<file path="src/rtl/decapsulation.sv">
// GMII receive-side frame parser: drops preamble/SFD and the MAC header, streams the payload
// (pad excluded) into the RX buffer and commits or rolls back each frame on its FCS check.
module decapsulation #(
  parameter logic [47:0] local_mac_addr = 48'h072227acdb65,
  parameter bit          PROMISC        = 1'b0,
  parameter logic [7:0]  PREAMBLE_VAL   = 8'h55,
  parameter logic [7:0]  SFD_VAL        = 8'hD5,
  parameter int unsigned MAX_LEN        = 1500
) (
  input  logic        eth_rx_clk,
  input  logic        rst,
  input  logic        eth_rx_en,
  input  logic [7:0]  GMII_rx_d,
  input  logic        GMII_rx_dv,
  input  logic        GMII_rx_er,
  output logic [7:0]  bf_in_data,
  output logic        bf_in_w_en,
  output logic        bf_in_pct_rxed,
  output logic        bf_in_pct_drop,
  output logic [15:0] rx_len,
  output logic [47:0] rx_src_mac,
  output logic [15:0] cnt_good,
  output logic [15:0] cnt_err
);

  localparam logic [15:0] MaxLen      = 16'(MAX_LEN);
  localparam logic [15:0] MinPayload  = 16'd46;
  localparam logic [15:0] MaxPreamble = 16'd7;
  localparam logic [31:0] CrcPoly     = 32'hEDB88320;
  localparam logic [31:0] CrcResidue  = 32'hDEBB20E3;

  typedef enum logic [3:0] {
    StIdle,
    StPreamble,
    StDestMac,
    StSrcMac,
    StLen,
    StPayload,
    StPad,
    StFcs,
    StWaitIdle
  } state_e;

  state_e      state_q, state_d;
  logic [15:0] cnt_q, cnt_d;
  logic [31:0] crc_q, crc_d;
  logic [39:0] dest_q, dest_d;
  logic [47:0] src_q, src_d;
  logic [15:0] len_q, len_d;

  logic [7:0]  data_q, data_d;
  logic        w_en_q, w_en_d;
  logic        rxed_q, rxed_d;
  logic        drop_q, drop_d;
  logic [15:0] rx_len_q, rx_len_d;
  logic [47:0] rx_src_q, rx_src_d;
  logic [15:0] good_q, good_d;
  logic [15:0] err_q, err_d;

  logic        in_frame;
  logic        abort;
  logic        dest_ok;
  logic [47:0] dest_full;
  logic [15:0] len_full;
  logic [31:0] crc_nxt;
  logic [15:0] good_inc;
  logic [15:0] err_inc;

  // Reflected CRC-32, one byte per call, LSB first.
  function automatic logic [31:0] crc_byte(input logic [31:0] crc, input logic [7:0] d);
    logic [31:0] c;
    c = crc ^ {24'h0, d};
    for (int i = 0; i < 8; i++) begin
      c = c[0] ? ((c >> 1) ^ CrcPoly) : (c >> 1);
    end
    return c;
  endfunction

  assign crc_nxt   = crc_byte(crc_q, GMII_rx_d);
  assign dest_full = {dest_q, GMII_rx_d};
  assign dest_ok   = PROMISC || (dest_full == local_mac_addr) || (dest_full == '1);
  assign len_full  = {len_q[7:0], GMII_rx_d};
  assign good_inc  = (good_q == 16'hFFFF) ? good_q : good_q + 16'd1;
  assign err_inc   = (err_q == 16'hFFFF) ? err_q : err_q + 16'd1;

  always_comb begin
    in_frame = 1'b0;
    case (state_q)
      StDestMac, StSrcMac, StLen, StPayload, StPad, StFcs: in_frame = 1'b1;
      default:                                             in_frame = 1'b0;
    endcase
  end

  always_comb begin
    state_d  = state_q;
    cnt_d    = cnt_q;
    crc_d    = crc_q;
    dest_d   = dest_q;
    src_d    = src_q;
    len_d    = len_q;
    data_d   = data_q;
    w_en_d   = 1'b0;
    rxed_d   = 1'b0;
    drop_d   = 1'b0;
    rx_len_d = rx_len_q;
    rx_src_d = rx_src_q;
    good_d   = good_q;
    err_d    = err_q;
    abort    = 1'b0;

    if (in_frame && (!GMII_rx_dv || GMII_rx_er)) begin
      abort = 1'b1;
    end else begin
      if (in_frame) begin
        crc_d = crc_nxt;
      end
      case (state_q)
        StIdle: begin
          if (GMII_rx_dv) begin
            if (eth_rx_en && (GMII_rx_d == PREAMBLE_VAL)) begin
              state_d = StPreamble;
              cnt_d   = 16'd1;
            end else begin
              state_d = StWaitIdle;
            end
          end
        end
        StPreamble: begin
          if (GMII_rx_dv && (GMII_rx_d == PREAMBLE_VAL) && (cnt_q < MaxPreamble)) begin
            cnt_d = cnt_q + 16'd1;
          end else if (GMII_rx_dv && (GMII_rx_d == SFD_VAL)) begin
            state_d = StDestMac;
            cnt_d   = 16'd0;
            crc_d   = 32'hFFFF_FFFF;
          end else begin
            state_d = StWaitIdle;
          end
        end
        StDestMac: begin
          dest_d = dest_full[39:0];
          if (cnt_q == 16'd5) begin
            if (dest_ok) begin
              state_d = StSrcMac;
              cnt_d   = 16'd0;
            end else begin
              abort = 1'b1;
            end
          end else begin
            cnt_d = cnt_q + 16'd1;
          end
        end
        StSrcMac: begin
          src_d = {src_q[39:0], GMII_rx_d};
          if (cnt_q == 16'd5) begin
            state_d = StLen;
            cnt_d   = 16'd0;
          end else begin
            cnt_d = cnt_q + 16'd1;
          end
        end
        StLen: begin
          len_d = len_full;
          if (cnt_q == 16'd1) begin
            if ((len_full == 16'd0) || (len_full > MaxLen)) begin
              abort = 1'b1;
            end else begin
              state_d = StPayload;
              cnt_d   = 16'd0;
            end
          end else begin
            cnt_d = cnt_q + 16'd1;
          end
        end
        StPayload: begin
          w_en_d = 1'b1;
          data_d = GMII_rx_d;
          if (cnt_q == len_q - 16'd1) begin
            state_d = (len_q < MinPayload) ? StPad : StFcs;
            cnt_d   = 16'd0;
          end else begin
            cnt_d = cnt_q + 16'd1;
          end
        end
        StPad: begin
          if (cnt_q == MinPayload - 16'd1 - len_q) begin
            state_d = StFcs;
            cnt_d   = 16'd0;
          end else begin
            cnt_d = cnt_q + 16'd1;
          end
        end
        StFcs: begin
          if (cnt_q == 16'd3) begin
            state_d = StWaitIdle;
            // Running the received FCS through the CRC leaves a fixed residue when intact.
            if (crc_nxt == CrcResidue) begin
              rxed_d   = 1'b1;
              rx_len_d = len_q;
              rx_src_d = src_q;
              good_d   = good_inc;
            end else begin
              drop_d = 1'b1;
              err_d  = err_inc;
            end
          end else begin
            cnt_d = cnt_q + 16'd1;
          end
        end
        StWaitIdle: begin
          if (!GMII_rx_dv) begin
            state_d = StIdle;
          end
        end
        default: state_d = StIdle;
      endcase
    end

    if (abort) begin
      state_d = StWaitIdle;
      w_en_d  = 1'b0;
      rxed_d  = 1'b0;
      drop_d  = 1'b1;
      err_d   = err_inc;
    end
  end

  always_ff @(posedge eth_rx_clk) begin
    if (rst) begin
      state_q  <= StIdle;
      cnt_q    <= '0;
      crc_q    <= '0;
      dest_q   <= '0;
      src_q    <= '0;
      len_q    <= '0;
      data_q   <= '0;
      w_en_q   <= 1'b0;
      rxed_q   <= 1'b0;
      drop_q   <= 1'b0;
      rx_len_q <= '0;
      rx_src_q <= '0;
      good_q   <= '0;
      err_q    <= '0;
    end else begin
      state_q  <= state_d;
      cnt_q    <= cnt_d;
      crc_q    <= crc_d;
      dest_q   <= dest_d;
      src_q    <= src_d;
      len_q    <= len_d;
      data_q   <= data_d;
      w_en_q   <= w_en_d;
      rxed_q   <= rxed_d;
      drop_q   <= drop_d;
      rx_len_q <= rx_len_d;
      rx_src_q <= rx_src_d;
      good_q   <= good_d;
      err_q    <= err_d;
    end
  end

  assign bf_in_data     = data_q;
  assign bf_in_w_en     = w_en_q;
  assign bf_in_pct_rxed = rxed_q;
  assign bf_in_pct_drop = drop_q;
  assign rx_len         = rx_len_q;
  assign rx_src_mac     = rx_src_q;
  assign cnt_good       = good_q;
  assign cnt_err        = err_q;

endmodule
</file>
<file path="config.mk">
export PLATFORM = sky130hd
export DESIGN_NAME = decapsulation
export DESIGN_NICKNAME = d
export VERILOG_FILES = /design/src/rtl/decapsulation.sv
export SDC_FILE = /design/constraint.sdc
export NUM_CORES = 1
export LEC_CHECK = 0
export BUFFER_PORTS_ARGS = -buffer_cell sky130_fd_sc_hd__buf_2
export CAP_MARGIN = 30
export CELL_PAD_IN_SITES_DETAIL_PLACEMENT = 2
export CELL_PAD_IN_SITES_GLOBAL_PLACEMENT = 2
export CORE_MARGIN = 5
export CORE_UTILIZATION = 32
export DETAILED_ROUTE_END_ITERATION = 12
export PLACE_DENSITY_LB_ADDON = 0.1
export SYNTH_ARGS = -nofsm -noshare
export SYNTH_HDL_FRONTEND = slang
export SYNTH_SLANG_ARGS = --single-unit
</file>
<file path="constraint.sdc">
create_clock -name eth_rx_clk -period 3.3 [get_ports eth_rx_clk]
set_clock_uncertainty 0.1 [all_clocks]
set_input_delay 0.495 -clock eth_rx_clk [delete_from_list [all_inputs] [get_ports eth_rx_clk]]
set_output_delay 0.495 -clock eth_rx_clk [all_outputs]
set_load 0.01 [all_outputs]
</file>
==> impl_metrics.tcl, run 1 <==
set metrics [dict create \
    status "complete, but fails checks" \
    violations "negative setup slack" \
    swShare 0.2878 \
    grtUsageTotal 0.2142 \
    fin_crit_sh 1.033 \
    num_rows 73 \
    critPathLaunchType "register" \
    clk_pin_slew_worst_paths_ns 0.06 \
    cp-end-kind "register" \
    core_um2 39820 \
    worst_slew_pin_slew_ns 0.8340 \
    cts.htree.levels 2 \
    layout-drive-gt1-share 0.2511 \
    synth_edf_count 0 \
    slew_headroom 0.4397 \
    dp.cells 2335 \
    p_int_w 0.006510 \
    cp.required_ns 3.60 \
    hold_class "in2reg" \
    path_class "reg2reg" \
    synth-seq-cells 263 \
    dieArea_um2 44390 \
    drv_slew 0 \
    netlist_instances 1624 \
    period_needed_ns 3.410 \
    synth.top_cell.area_share 0.4085 \
    clockBufferDepth 3 \
    stdcell_area_um2 16860 \
    arrival_ns 3.71 \
    antenna_left 0 \
    overflow 0 \
    synth-main-ff-cell "dfxtp_1" \
    yosysWarnings 0 \
    max-cap-violations 0 \
    combPwrFrac 0.209 \
    seqPwrFrac 0.370 \
    synthesis.area_um2 12890 \
    wl_per_cell_um 20.66 \
    p_leak_nw 6.331 \
    drt_iter0_drc 424 \
    vias_per_cell 5.265 \
    synth.area.top_cells "dfxtp_1 (41%), nand2_1 (12%), a21oi_1 (9.1%)" \
    place_congestion 0.8741 \
    rsz0062_at_grt "yes" \
    timing.critical_path.buf_inv 1 \
    clock-sinks 263 \
    critPathMaxStageDelay_ns 0.55 \
    grt_antenna_before_repair 1 \
    grt_pass1_wl_mm 76.91 \
    dpl_cell_area_um2 15170 \
    crit_path_top_delay_cell "or4_4" \
    ios 120 \
    pwr-share-clk 0.420 \
    setup_ws_ns -0.1096 \
    ir_worst_vdd_mv 0.3825 \
    portBuffers 119 \
    root_buffer "clkbuf_16" \
    setup_violations 15 \
    fmax_mhz 293.3 \
    syn_area_per_cell_um2 7.936 \
    clk_latency_ns 0.54 \
    cp_max_fo 3 \
    cp_top_family "simple AND/OR/NAND/NOR gates" \
    numCtsBuffers 35 \
    synthTopCellsByCount "nand2_1 (427), dfxtp_1 (263), a21oi_1 (234), clkbuf_1 (90), xnor2_1 (75)" \
    grt_max_degree 119 \
    wl_mm 49.80 \
    path_cells "or4_4 -> a2111oi_4 -> buf_4 -> mux2i_1 -> o221ai_2 -> or4_4 -> a22o_4 -> or3_4 -> a2111oi_4 -> a211oi_2" \
    syn2layout_area_growth_pct 30.80 \
    die_y_um 210.7 \
    cts_tree "yes" \
    net-switching-power_w 0.002631 \
    synth_top_area_cell "dfxtp_1" \
    yosysUniqueCellTypes 84 \
    first_pass_iters 4 \
    pwr_density_cell_nw_per_um2 542.2 \
    hold_violations 0 \
    synthArstFlopShare 0 \
    vias 12689 \
    dp_hpwl_mm 34.01 \
    grt_pass1_vias 13623 \
    setup_tns_ns -0.5912 \
    drc 0 \
    start_util 0.3236 \
    ys_seq_area_frac 0.4085 \
    nNetsFinal 1883 \
    synth_fp_nets 1647 \
    die_w_um 210.7 \
    fin_cells 2410 \
    yosysMostFrequentCell "nand2_1" \
]
## per-layer routing
| metal | share of wire | vias to the layer above | track usage |
|---|---|---|---|
| met1 | 0.46 | 6361 | 0.2831 |
| met3 | 0.030 | 67 | 0.03357 |
| met4 | 0.021 | 0 | 0.05567 |
| li1 | - | 6097 | - |
| met2 | 0.49 | 164 | 0.3668 |
| met5 | 0 | - | 0 |
## registers in the layout, summed over array words and instances (netlist names), 16 cells and up
register,cells
rx_src_mac,48
src_q,48
dest_q,40
crc_q,32
cnt_err,16
cnt_good,16
cnt_q,16
len_q,16
rx_len,16
## placed cells by master (no fill, tap or decap), types with 9 or more instances in the layout
cell type | netlist | routed
o2bb2a_1 | 11 | 11
xor2_1 | 17 | 16
nand2_1 | 427 | 426
xnor2_1 | 75 | 70
o21ai_0 | 35 | 34
mux2i_1 | 9 | 9
or3_1 | 18 | 17
nor3_1 | 25 | 22
nand2b_1 | 11 | 11
dfxtp_1 | 263 | 253
nor4_1 | 22 | 18
nor2b_1 | 14 | 13
nand4_1 | 21 | 21
inv_1 | 15 | 13
o31ai_1 | 16 | 15
clkbuf_16 | 0 | 36
buf_4 | 3 | 178
buf_2 | 22 | 118
a31oi_1 | 12 | 12
a21oi_1 | 234 | 233
buf_6 | 1 | 9
and3_1 | 24 | 21
nor2_1 | 48 | 47
nand3_1 | 37 | 37
## power by group through the flow
stage / clock [W] / sequential [W] / combinational, W
after floorplan: 0 / 0.00340 / 0.00106
after global placement: 0 / 0.00345 / 0.00175
after detailed placement: 0 / 0.00345 / 0.00180
after CTS: 0.00396 / 0.00339 / 0.00187
after global routing: 0.00409 / 0.00340 / 0.00206
final: 0.00384 / 0.00339 / 0.00191
## path summary, 6_finish.rpt
path | start | cells after the start | slack [ns] | to
worst max-delay path | len_q[9] | 10 | -0.11 | cnt_q[0]
worst min-delay path | rst | 2 | 0.20 | rx_src_mac[4]
worst max register to register | len_q[9] | 10 | -0.11 | cnt_q[0]
worst min register to register | rx_len[2] | 2 | 0.35 | rx_len[2]
## metrics by stage
step	power [W]	hold slack [ns]	util	worst slack, ns
2_1_floorplan	0.004457	0.3362	-	0.001506
3_3_place_gp	0.005200	0.3347	0.3810	-0.2331
3_5_place_dp	0.005254	0.3453	0.3810	-0.4635
4_1_cts	0.009216	0.1709	0.4159	-0.07119
5_1_grt	0.009556	0.1938	0.4233	-0.1726
6_report	0.009141	0.2010	0.4233	-0.1096
## final cells by class
class,instances,area [um2]
Clock buffer,50,1002
Antenna cell,1,2.502
Inverter,15,58.81
Timing Repair Buffer,315,2230
Sequential cell,263,5285
Clock inverter,11,138.9
Multi-Input combinational cell,1230,7485
Fill cell,4545,22960
Tap cell,525,656.9
## worst reg2reg max path, stage by stage (launching register included)
cell	delay (ns)
dfxtp_2	0.33
or4_4	0.55
a2111oi_4	0.20
buf_4	0.17
mux2i_1	0.26
o221ai_2	0.15
or4_4	0.44
a22o_4	0.26
or3_4	0.39
a2111oi_4	0.36
a211oi_2	0.06
## cell families after synthesis
group | count (synthesis) | share of synthesized area
flops | 263 | 0.4085
xor+xnor | 110 | 0.09300
fa+ha+maj | 10 | 0.009708
simple gates | 715 | 0.2578
mux | 17 | 0.01398
compound gates | 378 | 0.1752
buf+inv | 131 | 0.04174
## repair_timing
item	in CTS	in global routing
buffers inserted	7	4
pin swaps	15	17
cloned	0	2
hold buffers	0	0
hold endpoints to repair	0	0
setup endpoints to repair	97	110
resized for setup	40	54
No activity file was read; power rests on OpenSTA's default activity.
==> run 2: changes to the inputs <==
CAP_MARGIN = 40   (was 30)
CORE_UTILIZATION = 25   (was 32)
GPL_ROUTABILITY_DRIVEN = 1   (was unset)
==> impl_metrics.tcl, run 2 (synthesis results as in run 1) <==
set metrics [dict create \
    status "complete, but fails checks" \
    violations "negative setup slack" \
    wl_per_cell_um 19.35 \
    cts_hold_buf 0 \
    clk_pin_slew_worst_paths_ns 0.06 \
    num_rows 83 \
    drt_iter0_drc 444 \
    clockBufferDepth 3 \
    path_cells "buf_8 -> buf_4 -> or4_4 -> or4_4 -> a311oi_2 -> o2111ai_2 -> a22o_4 -> or3_4 -> a2111oi_4 -> a211oi_1" \
    cp.required_ns 3.60 \
    p_int_w 0.006509 \
    period_needed_ns 3.318 \
    grt_pass1_wl_mm 77.05 \
    ir_worst_vdd_mv 0.2957 \
    pwr_density_cell_nw_per_um2 532.4 \
    dp_hpwl_mm 34.82 \
    rsz0062_at_grt "yes" \
    critical_path_cell_count 10 \
    combPwrFrac 0.205 \
    total_power_w 0.009215 \
    antenna_left 0 \
    dp_slack_ns -0.3789 \
    timing.rr.start "len_q[6]" \
    die_w_um 237.1 \
    crit_path_top_delay_cell "or4_4" \
    setup_ws_ns -0.01830 \
    grt_max_degree 187 \
    swShare 0.2937 \
    max-cap-violations 0 \
    cp_top_family "simple AND/OR/NAND/NOR gates" \
    critPathMaxStageDelay_ns 0.53 \
    worst_slew_pin_slew_ns 1.020 \
    hold_violations 0 \
    cts.htree.levels 2 \
    vias_per_cell 4.855 \
    net-switching-power_w 0.002706 \
    worstHoldPathCells 3 \
    portBuffers 119 \
    die_y_um 237.1 \
    r2r_slack_ns -0.02 \
    start_util 0.2517 \
    layout_commonest_cell "nand2_1" \
    dpl_cell_area_um2 15440 \
    nNetsFinal 1896 \
    root_buffer "clkbuf_16" \
    slew_headroom 0.3201 \
    place_congestion 0.8086 \
    min_from "GMII_rx_dv" \
    fmax_mhz 301.4 \
    fin_crit_sh 1.006 \
    grt_pass1_vias 13555 \
    nFillCells 5829 \
    clk_latency_ns 0.56 \
    cts_tree "yes" \
    final_util 0.3380 \
    vias 12511 \
    seqPwrFrac 0.366 \
    core_um2 51200 \
    setup_tns_ns -0.01830 \
    dieArea_um2 56200 \
    num_antenna_cells 0 \
    first_pass_iters 4 \
    worstHoldEndpoint "state_q[3]" \
    layout_common_cells "nand2_1 (426), dfxtp_1 (255), a21oi_1 (234)" \
    rr_worst_depth 10 \
    drc 0 \
    cp_max_fo 3 \
    grt_antenna_before_repair 0 \
    drv_slew 0 \
    cp-end-kind "register" \
    pwr-share-clk 0.428 \
    ios 120 \
    crit_path_frequent_cell "or4_4" \
    path_class "reg2reg" \
    numCtsBuffers 37 \
    timing.critical_path.buf_inv 2 \
    p_leak_nw 6.421 \
    syn2layout_area_growth_pct 34.28 \
    setup_violations 1 \
    overflow 0 \
    hold_class "in2reg" \
    critPathLaunchType "register" \
    grtUsageTotal 0.1691 \
    stdcell_area_um2 17310 \
    arrival_ns 3.62 \
    r2r-end "cnt_q[0]" \
    wl_mm 49.86 \
    layout-drive-gt1-share 0.2599 \
    clock-sinks 263 \
]
[run 2: area by class of cell]
| type | instances | area, um2 | share of cell area |
|---|---|---|---|
| clock buffer | 51 | 1059 | 0.06116 |
| inverter | 15 | 56.30 | 0.003253 |
| tap | 680 | 850.8 | 0.04916 |
| clock inverter | 12 | 146.4 | 0.008459 |
| timing repair buffer | 326 | 2336 | 0.1350 |
| multi-input combinational | 1230 | 7581 | 0.4380 |
| sequential | 263 | 5278 | 0.3049 |
[run 2: worst max-delay path by stage]
stage	from	to	slack (ns)
after floorplan	len_q[2]	cnt_q[0]	0.002
after global placement	GMII_rx_d[6]	rx_len[9]	-0.32
after detailed placement	GMII_rx_d[4]	rx_src_mac[47]	-0.38
after CTS	len_q[1]	cnt_q[0]	-0.05
after global routing	len_q[7]	cnt_q[0]	-0.12
final	len_q[6]	cnt_q[0]	-0.02
[run 2: timing repair]
action | CTS | global route
buffers inserted | 4 | 6
setup endpoints to repair | 90 | 109
pin swaps | 9 | 27
resized for setup | 33 | 69
cloned | 1 | 3
[run 2: worst reg2reg max path, cell delays in order, from the launching register on]
cell and delay, ns:
dfxtp_2 0.33, buf_8 0.12, buf_4 0.13, or4_4 0.45, or4_4 0.53, a311oi_2 0.30
o2111ai_2 0.13, a22o_4 0.31, or3_4 0.39, a2111oi_4 0.29, a211oi_1 0.08
[run 2: routing by layer]
| metal | wire (um) | up-vias | GRT usage |
|---|---|---|---|
| met3 | 1457 | 50 | 0.02562 |
| met5 | 0 | - | 0 |
| met4 | 853 | 0 | 0.03656 |
| li1 | - | 6126 | - |
| met2 | 24230 | 119 | 0.2945 |
| met1 | 23320 | 6216 | 0.2221 |
[run 2: per-stage QoR]
step | hold slack [ns] | cells
4_1_cts | 0.2664 | 2568
5_1_grt | 0.2953 | 2577
2_1_floorplan | 0.3362 | 1624
3_3_place_gp | 0.3380 | 2501
3_5_place_dp | 0.3447 | 2501
6_report | 0.2968 | 2577
[run 2: power groups by stage]
stage / clock network, W / logic [W] / registers (W)
finish: 0.00394 / 0.00189 / 0.00338
global route: 0.00422 / 0.00206 / 0.00339
CTS: 0.00411 / 0.00185 / 0.00338
detailed placement: 0 / 0.00181 / 0.00344
global placement: 0 / 0.00179 / 0.00344
floorplan: 0 / 0.00106 / 0.00340
==> run 3: changes to the inputs <==
SKIP_LAST_GASP = 1   (was unset)
==> impl_metrics.tcl, run 3 (synthesis results as in run 1) <==
set metrics [dict create \
    p_leak_nw 6.453 \
    overflow 0 \
    clk_latency_ns 0.56 \
    combPwrFrac 0.207 \
    die_w_um 237.1 \
    dieArea_um2 56200 \
    numCtsBuffers 37 \
    cts_hold_buf 0 \
    critPathLaunchType "register" \
    seqPwrFrac 0.366 \
    grtUsageTotal 0.1691 \
    cp_max_fo 3 \
    cts_tree "yes" \
    fmax_mhz 296.5 \
    start_util 0.2517 \
    max-cap-violations 0 \
    setup_violations 5 \
    grt_pass1_wl_mm 77.05 \
    slew_headroom 0.3553 \
    core_um2 51200 \
    cp-end-kind "register" \
    portBuffers 119 \
    drc 0 \
    vias 12585 \
    status "complete, but fails checks" \
    grt_antenna_before_repair 0 \
    drt_iter0_drc 499 \
    stdcell_area_um2 17430 \
    first_pass_iters 4 \
    violations "negative setup slack" \
    min_from "GMII_rx_dv" \
    net-switching-power_w 0.002719 \
    p_int_w 0.006517 \
    rsz0062_at_grt "yes" \
    nFillCells 5819 \
    layout_common_cells "nand2_1 (426), dfxtp_1 (256), a21oi_1 (234)" \
    ios 120 \
    root_buffer "clkbuf_16" \
    die_y_um 237.1 \
    dpl_cell_area_um2 15440 \
    worst_slew_pin_slew_ns 0.9670 \
    regArea_um2 5276 \
    path_class "reg2reg" \
    num_rows 83 \
    hold_violations 0 \
    timing.rr.start "len_q[6]" \
    nNetsFinal 1902 \
    swShare 0.2944 \
    wl_per_cell_um 19.46 \
    grt_pass1_vias 13555 \
    antenna_left 0 \
    cp.required_ns 3.60 \
    grt_max_degree 187 \
    clock-sinks 263 \
    layout-drive-gt1-share 0.2638 \
    critical_path.startpoint "len_q[6]" \
    drv_slew 0 \
    ir_worst_vdd_mv 0.2963 \
    cts.htree.levels 2 \
    period_needed_ns 3.372 \
    fin_crit_sh 1.022 \
    multi_input_area_um2 7612 \
    pwr_density_cell_nw_per_um2 529.9 \
    layout_commonest_cell "nand2_1" \
    setup_ws_ns -0.07237 \
    place_congestion 0.8086 \
    arrival_ns 3.68 \
    pwr-share-clk 0.427 \
    final_util 0.3404 \
    clockBufferDepth 3 \
    syn2layout_area_growth_pct 35.23 \
    clk_pin_slew_worst_paths_ns 0.06 \
    dp_hpwl_mm 34.82 \
    hold_class "in2reg" \
    vias_per_cell 4.870 \
    wl_mm 50.29 \
]
## run 3: final timing paths
check | end | cells after the start | slack [ns]
setup / recovery | cnt_q[0] | 10 | -0.07
hold / removal | state_q[3] | 3 | 0.30
setup reg to reg | cnt_q[0] | 10 | -0.07
hold reg to reg | rx_len[5] | 2 | 0.35
## run 3: routing by layer
metal  GRT usage  share of wire  vias to the layer above
met2      0.2945           0.49                      123
met5           0              0                        -
met1      0.2221           0.47                     6268
li1            -              -                     6147
met4     0.03656          0.016                        0
met3     0.02562          0.030                       47
## run 3: stage by stage
step           hold slack, ns  instances  TNS (ns)  power (W)  setup slack (ns)
2_1_floorplan          0.3362       1624         0   0.004457          0.001506
3_3_place_gp           0.3380       2501    -28.82   0.005234           -0.3168
6_report               0.3028       2584   -0.1146   0.009236          -0.07237
4_1_cts                0.2664       2568  -0.06616   0.009332          -0.06046
5_1_grt                0.2954       2583    -2.839   0.009686           -0.1751
3_5_place_dp           0.3447       2501    -33.25   0.005258           -0.3789
## run 3: power groups by stage
stage / combinational (W) / clock (W) / sequential (W)
after floorplan: 0.00106 / 0 / 0.00340
after global placement: 0.00179 / 0 / 0.00344
after detailed placement: 0.00181 / 0 / 0.00344
after CTS: 0.00185 / 0.00411 / 0.00338
after global routing: 0.00208 / 0.00422 / 0.00339
final: 0.00191 / 0.00395 / 0.00338
## run 3: final cells by class
class                   instances  area share
multi-input cells            1230      0.4368
flip-flops and latches        263      0.3027
repair buffers                332      0.1392
clock buffers                  51     0.06073
well taps                     680     0.04882
clock inverters                12    0.008399
inverters                      15    0.003230
diodes                          1   0.0001436
## run 3: what timing repair did
action | 4_1_cts | 5_1_grt
endpoints found under the setup margin | 90 | 109
gates cloned | 1 | 4
endpoints found under the hold margin | 0 | 0
setup buffers | 4 | 12
resized for setup | 33 | 78
pin swaps | 8 | 39
## run 3: critical path, stage by stage (launching register included)
cell and delay, ns:
dfxtp_2 0.33, buf_8 0.12, buf_4 0.13, or4_4 0.45, or4_4 0.53, a311oi_2 0.30, o2111ai_2 0.13, a22o_4 0.31
or3_4 0.41, a2111oi_4 0.36, a211oi_2 0.05
